### src/rtl/updown_counter_ctrl_if.sv
// Control and status bundle of the bounded up/down counter controller.
// The master side drives start/stop/hold and the configuration; the slave side reports count and status.
interface updown_counter_ctrl_if #(
    parameter int WIDTH = 3,
    parameter int DIV_W = 4,
    parameter int SWP_W = 4
);
    logic             start;
    logic             stop;
    logic             hold;
    logic [1:0]       mode;
    logic [WIDTH-1:0] lo;
    logic [WIDTH-1:0] hi;
    logic [DIV_W-1:0] div;
    logic [SWP_W-1:0] sweeps;
    logic [WIDTH-1:0] count_out;
    logic             dir_out;
    logic             busy;
    logic             done;
    logic             cfg_err;

    modport master (
        output start, stop, hold, mode, lo, hi, div, sweeps,
        input  count_out, dir_out, busy, done, cfg_err
    );

    modport slave (
        input  start, stop, hold, mode, lo, hi, div, sweeps,
        output count_out, dir_out, busy, done, cfg_err
    );
endinterface

### src/rtl/updown_counter_ctrl.sv
// Programmable bounded up/down counter sequencer: latches bounds, mode, rate and sweep count on start,
// then steps the count at the programmed rate until the sweeps complete or stop aborts the run.
module updown_counter_ctrl #(
    parameter int WIDTH = 3,
    parameter int DIV_W = 4,
    parameter int SWP_W = 4
) (
    input  logic                clk,
    input  logic                reset_n,
    updown_counter_ctrl_if.slave bus
);

    localparam logic [1:0] MODE_UP   = 2'b00;
    localparam logic [1:0] MODE_DOWN = 2'b01;
    localparam logic [1:0] MODE_PING = 2'b10;
    localparam logic [1:0] MODE_RSVD = 2'b11;

    typedef enum logic [1:0] {
        S_IDLE  = 2'b00,
        S_RUN   = 2'b01,
        S_PAUSE = 2'b10,
        S_DONE  = 2'b11
    } state_t;

    state_t           state_q,   state_d;
    logic [WIDTH-1:0] count_q,   count_d;
    logic             dir_q,     dir_d;
    logic [DIV_W-1:0] presc_q,   presc_d;
    logic [SWP_W-1:0] swp_q,     swp_d;
    logic             cfg_err_q, cfg_err_d;

    logic [WIDTH-1:0] lo_q;
    logic [WIDTH-1:0] hi_q;
    logic [1:0]       mode_q;
    logic [DIV_W-1:0] div_q;
    logic [SWP_W-1:0] sweeps_q;
    logic             cfg_load;

    logic [WIDTH-1:0] step_count;
    logic             step_dir;
    logic             sweep_end;
    logic [SWP_W-1:0] swp_next;
    logic             last_sweep;
    logic             cfg_bad;

    // Result of one step from the current count under the latched mode.
    always_comb begin
        step_count = count_q;
        step_dir   = dir_q;
        sweep_end  = 1'b0;
        case (mode_q)
            MODE_UP: begin
                if (count_q == hi_q) begin
                    step_count = lo_q;
                    sweep_end  = 1'b1;
                end else begin
                    step_count = count_q + 1'b1;
                end
            end
            MODE_DOWN: begin
                if (count_q == lo_q) begin
                    step_count = hi_q;
                    sweep_end  = 1'b1;
                end else begin
                    step_count = count_q - 1'b1;
                end
            end
            default: begin
                // Ping-pong: direction flips on the same edge that reaches a bound.
                if (!dir_q) begin
                    step_count = count_q + 1'b1;
                    if (step_count == hi_q) begin
                        step_dir = 1'b1;
                    end
                end else begin
                    step_count = count_q - 1'b1;
                    if (step_count == lo_q) begin
                        step_dir  = 1'b0;
                        sweep_end = 1'b1;
                    end
                end
            end
        endcase
    end

    assign swp_next   = swp_q + 1'b1;
    assign last_sweep = sweep_end && (sweeps_q != '0) && (swp_next == sweeps_q);
    assign cfg_bad    = (bus.lo >= bus.hi) || (bus.mode == MODE_RSVD);

    always_comb begin
        state_d   = state_q;
        count_d   = count_q;
        dir_d     = dir_q;
        presc_d   = presc_q;
        swp_d     = swp_q;
        cfg_err_d = 1'b0;
        cfg_load  = 1'b0;

        unique case (state_q)
            S_IDLE: begin
                if (bus.stop) begin
                    presc_d = '0;
                    swp_d   = '0;
                end else if (bus.start) begin
                    if (cfg_bad) begin
                        cfg_err_d = 1'b1;
                    end else begin
                        cfg_load = 1'b1;
                        presc_d  = '0;
                        swp_d    = '0;
                        count_d  = (bus.mode == MODE_DOWN) ? bus.hi : bus.lo;
                        dir_d    = (bus.mode == MODE_DOWN);
                        state_d  = S_RUN;
                    end
                end
            end
            S_RUN: begin
                if (bus.stop) begin
                    presc_d = '0;
                    swp_d   = '0;
                    state_d = S_IDLE;
                end else if (bus.hold) begin
                    state_d = S_PAUSE;
                end else if (presc_q == div_q) begin
                    presc_d = '0;
                    count_d = step_count;
                    dir_d   = step_dir;
                    if (sweep_end) begin
                        swp_d = swp_next;
                    end
                    if (last_sweep) begin
                        state_d = S_DONE;
                    end
                end else begin
                    presc_d = presc_q + 1'b1;
                end
            end
            S_PAUSE: begin
                if (bus.stop) begin
                    presc_d = '0;
                    swp_d   = '0;
                    state_d = S_IDLE;
                end else if (!bus.hold) begin
                    state_d = S_RUN;
                end
            end
            S_DONE: begin
                presc_d = '0;
                swp_d   = '0;
                state_d = S_IDLE;
            end
            default: begin
                state_d = S_IDLE;
            end
        endcase
    end

    always_ff @(posedge clk) begin
        if (!reset_n) begin
            state_q   <= S_IDLE;
            count_q   <= '0;
            dir_q     <= 1'b0;
            presc_q   <= '0;
            swp_q     <= '0;
            cfg_err_q <= 1'b0;
        end else begin
            state_q   <= state_d;
            count_q   <= count_d;
            dir_q     <= dir_d;
            presc_q   <= presc_d;
            swp_q     <= swp_d;
            cfg_err_q <= cfg_err_d;
        end
    end

    // Configuration is only meaningful once a run has been accepted, so it carries no reset.
    always_ff @(posedge clk) begin
        if (cfg_load) begin
            lo_q     <= bus.lo;
            hi_q     <= bus.hi;
            mode_q   <= bus.mode;
            div_q    <= bus.div;
            sweeps_q <= bus.sweeps;
        end
    end

    assign bus.count_out = count_q;
    assign bus.dir_out   = dir_q;
    assign bus.busy      = (state_q == S_RUN) || (state_q == S_PAUSE);
    assign bus.done      = (state_q == S_DONE);
    assign bus.cfg_err   = cfg_err_q;

endmodule

### src/flat_wrapper.sv
// flat-port wrapper written by rule: the top's interface ports become plain ports
module updown_counter_ctrl_flat 
#(
    parameter int WIDTH = 3,
    parameter int DIV_W = 4,
    parameter int SWP_W = 4
)
  (clk, reset_n, bus_start, bus_stop, bus_hold, bus_mode, bus_lo, bus_hi, bus_div, bus_sweeps, bus_count_out, bus_dir_out, bus_busy, bus_done, bus_cfg_err);
  updown_counter_ctrl_if #(.WIDTH(WIDTH), .DIV_W(DIV_W), .SWP_W(SWP_W)) bus_i ();
  input  logic clk;
  input  logic reset_n;
  input wire logic [$bits(bus_i.start)-1:0] bus_start;
  input wire logic [$bits(bus_i.stop)-1:0] bus_stop;
  input wire logic [$bits(bus_i.hold)-1:0] bus_hold;
  input wire logic [$bits(bus_i.mode)-1:0] bus_mode;
  input wire logic [$bits(bus_i.lo)-1:0] bus_lo;
  input wire logic [$bits(bus_i.hi)-1:0] bus_hi;
  input wire logic [$bits(bus_i.div)-1:0] bus_div;
  input wire logic [$bits(bus_i.sweeps)-1:0] bus_sweeps;
  output wire logic [$bits(bus_i.count_out)-1:0] bus_count_out;
  output wire logic [$bits(bus_i.dir_out)-1:0] bus_dir_out;
  output wire logic [$bits(bus_i.busy)-1:0] bus_busy;
  output wire logic [$bits(bus_i.done)-1:0] bus_done;
  output wire logic [$bits(bus_i.cfg_err)-1:0] bus_cfg_err;
  assign bus_i.start = bus_start;
  assign bus_i.stop = bus_stop;
  assign bus_i.hold = bus_hold;
  assign bus_i.mode = bus_mode;
  assign bus_i.lo = bus_lo;
  assign bus_i.hi = bus_hi;
  assign bus_i.div = bus_div;
  assign bus_i.sweeps = bus_sweeps;
  assign bus_count_out = bus_i.count_out;
  assign bus_dir_out = bus_i.dir_out;
  assign bus_busy = bus_i.busy;
  assign bus_done = bus_i.done;
  assign bus_cfg_err = bus_i.cfg_err;
  updown_counter_ctrl #(.WIDTH(WIDTH), .DIV_W(DIV_W), .SWP_W(SWP_W)) u_core (.clk(clk), .reset_n(reset_n), .bus(bus_i));
endmodule
### config.mk
export PLATFORM = sky130hd
export DESIGN_NAME = updown_counter_ctrl_flat
export DESIGN_NICKNAME = d
export VERILOG_FILES = /design/src/rtl/updown_counter_ctrl_if.sv /design/src/rtl/updown_counter_ctrl.sv /design/src/flat_wrapper.sv
export SDC_FILE = /design/constraint.sdc
export NUM_CORES = 1
export LEC_CHECK = 0
export CAP_MARGIN = 5
export CELL_PAD_IN_SITES_DETAIL_PLACEMENT = 1
export CELL_PAD_IN_SITES_GLOBAL_PLACEMENT = 2
export CORE_ASPECT_RATIO = 2
export CORE_MARGIN = 3
export CORE_UTILIZATION = 34
export CTS_BUF_LIST = sky130_fd_sc_hd__clkbuf_16
export DETAILED_ROUTE_END_ITERATION = 10
export PLACE_DENSITY_LB_ADDON = 0.1
export SLEW_MARGIN = 20
export SYNTH_ARGS = -nofsm -noshare
export SYNTH_HDL_FRONTEND = slang
export SYNTH_SLANG_ARGS = --single-unit
export TNS_END_PERCENT = 30
### constraint.sdc
create_clock -name clk -period 3.3 [get_ports clk]
set_input_delay 0.66 -clock clk [delete_from_list [all_inputs] [get_ports clk]]
set_output_delay 0.66 -clock clk [all_outputs]
set_load 0.01 [all_outputs]
Word-level counts from Yosys, hierarchy flattened
Cells that the tools add are included.

Bits in registers: 31. Bits in latches: 0. Memory bits (writable): 0. Bits in read-only memories: 0. Logic and storage cells: 118. Memories kept: 0.

Add/sub/neg operators: 4. Multipliers: 0. Div/mod/pow operators: 0. Order comparisons: 1. Equal/unequal tests: 28. Shift operators: 0. Mux-type cells: 56. Bitwise logic cells: 3. Reduce and logical (&&, ||, !) cells: 15.

Operators with widths (count): 4-bit two-way mux (11); 4-bit case mux with 4 select lines (2); 3-bit two-way mux (10); 1-bit two-way mux (19); 2-bit two-way mux (9); 2-bit != test, second input constant (7); 3-bit equality test (4); 3-bit != test, second input constant (4); 3-bit case mux with 2 select lines (2); 6-bit AND reduction (2); 4-bit by 1-bit adder with 4-bit output, second input constant (2); 4-bit equality test (2); 4-bit by 3-bit != test with 1-bit output, second input constant (2); 2-bit case mux with 4 select lines (1); 8-bit AND reduction (1); 7-bit AND reduction (1); 2-bit by 1-bit equality test with 1-bit output, second input constant (3); 2-bit equality test, second input constant (3); 3-bit by 2-bit != test with 1-bit output, second input constant (2); 2-bit logical NOT (2); 1-bit case mux with 2 select lines (2); 4-bit AND reduction (1); 4-bit nonzero test (1); 4-bit OR reduction (1); 9 further kinds (13).

Longest topological paths before layout
Depth after elaboration: 12. Depth in mapped cells: 9. Depth with buffers taken out: 8.

Worst setup path before layout
No wires, ideal clock.

Kind: input to register. From: input bus_hi[2]. To: register u_core.state_q[1]. Arrival time: 2.466 ns. Data required time: 3.230 ns. Setup slack: 0.765 ns. Cell stages on the path: 8. Path through: inv_1 ha_1 a221o_1 a31oi_1 nor2_1 a311o_1 or4_1 a21oi_1.

Cells in the longest elaborated chain, start to end: 4.

RTL lines: from (decl) (RTL line flat_wrapper.sv:17) `input wire logic [$bits(bus_i.hi)-1:0] bus_hi;`; 3-bit greater-or-equal comparator (RTL line updown_counter_ctrl.sv:88) `assign cfg_bad = (bus.lo >= bus.hi) || (bus.mode == MODE_RSVD);`; 1-bit logical OR (RTL line updown_counter_ctrl.sv:88); 2-bit != test (no source line); 6-bit AND reduction (no source line); to (signal assigned) (RTL line updown_counter_ctrl.sv:167) `state_q <= state_d;`; to (decl) (RTL line updown_counter_ctrl.sv:25) `state_t state_q, state_d;`.

Every way passes these cells. A chain may end at the register's enable or synchronous reset.

Worst setup path after layout
Ends and elaborated chain as after synthesis.

==> results.sh <==
export IMPL_initial_core_util=0.356
export IMPL_cp_data_arrival_time_ps=3140
export IMPL_timing_rr_end="u_core.state_q[1]$_SDFFE_PN0P_"
export IMPL_cp_cell_sequence="clkdlybuf4s50_1 > inv_1 > ha_1 > a221o_1 > a31oi_1 > nor2_1 > a311o_1 > or4_1 > a21oi_1"
export IMPL_grt_ovfl_total=0
export IMPL_slew_viol_final=0
export IMPL_ir_drop_uv=421
export IMPL_area_growth_synth_to_final_pct=26.5
export IMPL_cp_startpoint="bus_hi[2]"
export IMPL_cts_tree="built"
export IMPL_vias=1630
export IMPL_numCtsBuffers=5
export IMPL_worstSetupEndpoint="u_core.state_q[1]$_SDFFE_PN0P_"
export IMPL_grt_use_total=0.183
export IMPL_fp_dieArea_mm2=0.00673
export IMPL_leakagePower_nw=0.907
export IMPL_clk_pin_slew_ps=50
export IMPL_cts_buffer_depth=2
export IMPL_cp_slowest_cell="clkdlybuf4s50_1"
export IMPL_viasPerCell=5.66
export IMPL_hold_violations=0
export IMPL_post_drt_wl_per_cell_um=19.7
export IMPL_synth_edf_count=16
export IMPL_grt_pass1_wl_mm=9.02
export IMPL_insertion_delay_ps=270
export IMPL_setup_worst_path_end_class="flip-flop"
export IMPL_async_flop_share=0
export IMPL_diodes=0
export IMPL_grt_pass1_vias=1817
export IMPL_fmax_mhz=341
export IMPL_path_max_fanout=3
export IMPL_rsz0062_at_grt="no"
export IMPL_cts_sinks=31
export IMPL_start_kind="input port"
export IMPL_total_power_mw=1.23
export IMPL_min_period_over_period=0.889
export IMPL_portBuffers=27
export IMPL_fin_tns_setup_ps=0
export IMPL_hp_class="reg2reg"
export IMPL_cts_root_buf="clkbuf_16"
export IMPL_min_period_ps=2930
export IMPL_syn_inst=196
export IMPL_route_detailed_drc=0
export IMPL_ant_nets=0
export IMPL_synth_nets=228
export IMPL_skew_ps=3.39
export IMPL_ys_flop_type="edfxtp_1"
export IMPL_slowest_delay_ps=500
export IMPL_netlist_cell_type_count=49
export IMPL_ios=28
export IMPL_drt_wl_total_mm=5.66
export IMPL_tightestPinTransition_ps=850
export IMPL_status="finished clean"
export IMPL_setup_viol=0
export IMPL_dpl_hpwl_mm=4.63
export IMPL_slew_headroom=0.433
export IMPL_netlist_area_mm2=0.00195
export IMPL_postCtsHoldBufs=0
export IMPL_r2r_start="u_core.bus.count_out[0]$_SDFFE_PN0P_"
export IMPL_place_gp_congestion=0.850
export IMPL_maxCapViolCount=0
export IMPL_ys_ff_latch=31
export IMPL_synth_avg_cell_area_um2=9.94
export IMPL_ys_seq_area_frac=0.401
export IMPL_drtIter0Drc=40
export IMPL_cts_max_level=2
export IMPL_powerDensity_mw_per_mm2=499
export IMPL_die_h_um=113
export IMPL_reg2reg_depth=8
export IMPL_coreArea_mm2=0.00547
export IMPL_final_cell_mix="clkdlybuf4s50_1, xnor2_1, a21oi_1, edfxtp_1, dfxtp_1"
export IMPL_final_common_cell="clkdlybuf4s50_1"
export IMPL_reg2reg_slack_ps=580
export IMPL_critPathKind="in2reg"
export IMPL_drive_above_1_share=0.0658
export IMPL_cts_resized=0
export IMPL_grt_max_degree=17
export IMPL_cp_required_ps=3500
export IMPL_yosysWarnings=0
export IMPL_row_count=38
export IMPL_antenna_found_initial=0
export IMPL_post_cts_buffers=0
export IMPL_dr_pass1_iters=4
export IMPL_layout_nets=259
export IMPL_die_x_um=59.5
## worst min path at each step
stage | end | cells after the start | slack (ps) | startpoint
3_5_place_dp | u_core.swp_q[1]$_SDFFE_PN0P_ | 2 | 530 | u_core.swp_q[1]$_SDFFE_PN0P_
6_report | u_core.swp_q[1]$_SDFFE_PN0P_ | 2 | 530 | u_core.swp_q[1]$_SDFFE_PN0P_
3_3_place_gp | u_core.presc_q[3]$_SDFFE_PN0P_ | 2 | 510 | u_core.presc_q[3]$_SDFFE_PN0P_
4_1_cts | u_core.swp_q[1]$_SDFFE_PN0P_ | 2 | 540 | u_core.swp_q[1]$_SDFFE_PN0P_
5_1_grt | u_core.swp_q[1]$_SDFFE_PN0P_ | 2 | 570 | u_core.swp_q[1]$_SDFFE_PN0P_
2_1_floorplan | u_core.presc_q[3]$_SDFFE_PN0P_ | 2 | 480 | u_core.presc_q[3]$_SDFFE_PN0P_
## where the power goes
group          switching (mW)  internal (mW)
registers              0.0204          0.421
clock network           0.160          0.429
logic                   0.103         0.0965
## state kept, by name, indices dropped and copies added (netlist names)
register and count:
u_core.state_q 2, u_core.bus.dir_out 1, u_core.hi_q 3, u_core.bus.count_out 3
u_core.mode_q 2, u_core.div_q 4, u_core.lo_q 3, u_core.swp_q 4
u_core.bus.cfg_err 1, u_core.sweeps_q 4, u_core.presc_q 4
## metal layers
layer	global-route usage	routed length, um
met3	0.0308	134
met2	0.378	3640
met4	0.0799	173
met1	0.151	1710
met5	0	0
## final cells by class
type | instances | area (um^2)
inverters | 13 | 48.8
well taps | 60 | 75.1
clock inverters | 3 | 63.8
clock buffers | 5 | 125
fillers | 611 | 3000
multi-input cells | 145 | 1070
repair buffers | 31 | 300
flip-flops and latches | 31 | 781
## cell usage after synthesis, drive strengths merged, types with 4 or more instances
master  number  area [um^2]
inv         13         48.8
ha          11          138
xor2         7         61.3
dfxtp       15          300
nor3         5         25.0
xnor2       17          149
a41oi        4         42.6
buf          5         38.8
nand2        9         33.8
o21ai        7         35.0
a21oi       16         80.1
mux2i        5         50.1
nor2        14         52.6
nand3        5         25.0
nor2b        4         25.0
edfxtp      16          480
## through the flow
stage | hold WS, ps | std cells | worst slack, ps | utilization | area (um^2)
final | 531 | 288 | 366 | 0.451 | 2460
after global routing | 566 | 288 | 220 | 0.451 | 2460
after CTS | 538 | 288 | 371 | 0.451 | 2460
after detailed placement | 531 | 280 | 116 | 0.416 | 2280
after global placement | 514 | 280 | 153 | 0.416 | 2280
after floorplan | 475 | 196 | 765 | - | 1950
## critical path, delay by kind of cell
kind,cells,cell delay (ps)
AND/OR/NAND/NOR,2,580
AO/OA/AOI/OAI,4,1040
buffers and inverters,2,550
adder cells (fa/ha/maj),1,300
## cell families (layout without fill, tap and decap cells)
group,count (synthesis),in the layout,share of synthesized area
muxes,5,5,0.0257
and+or+nand+nor,54,54,0.148
DFF,31,31,0.401
buffers and inverters,20,52,0.0494
AOI/OAI and AO/OA,50,50,0.186
adders and majority gates,11,11,0.0706
xor gates and xnor gates,25,25,0.119
Note: power is estimated with default switching activity, not from simulation.
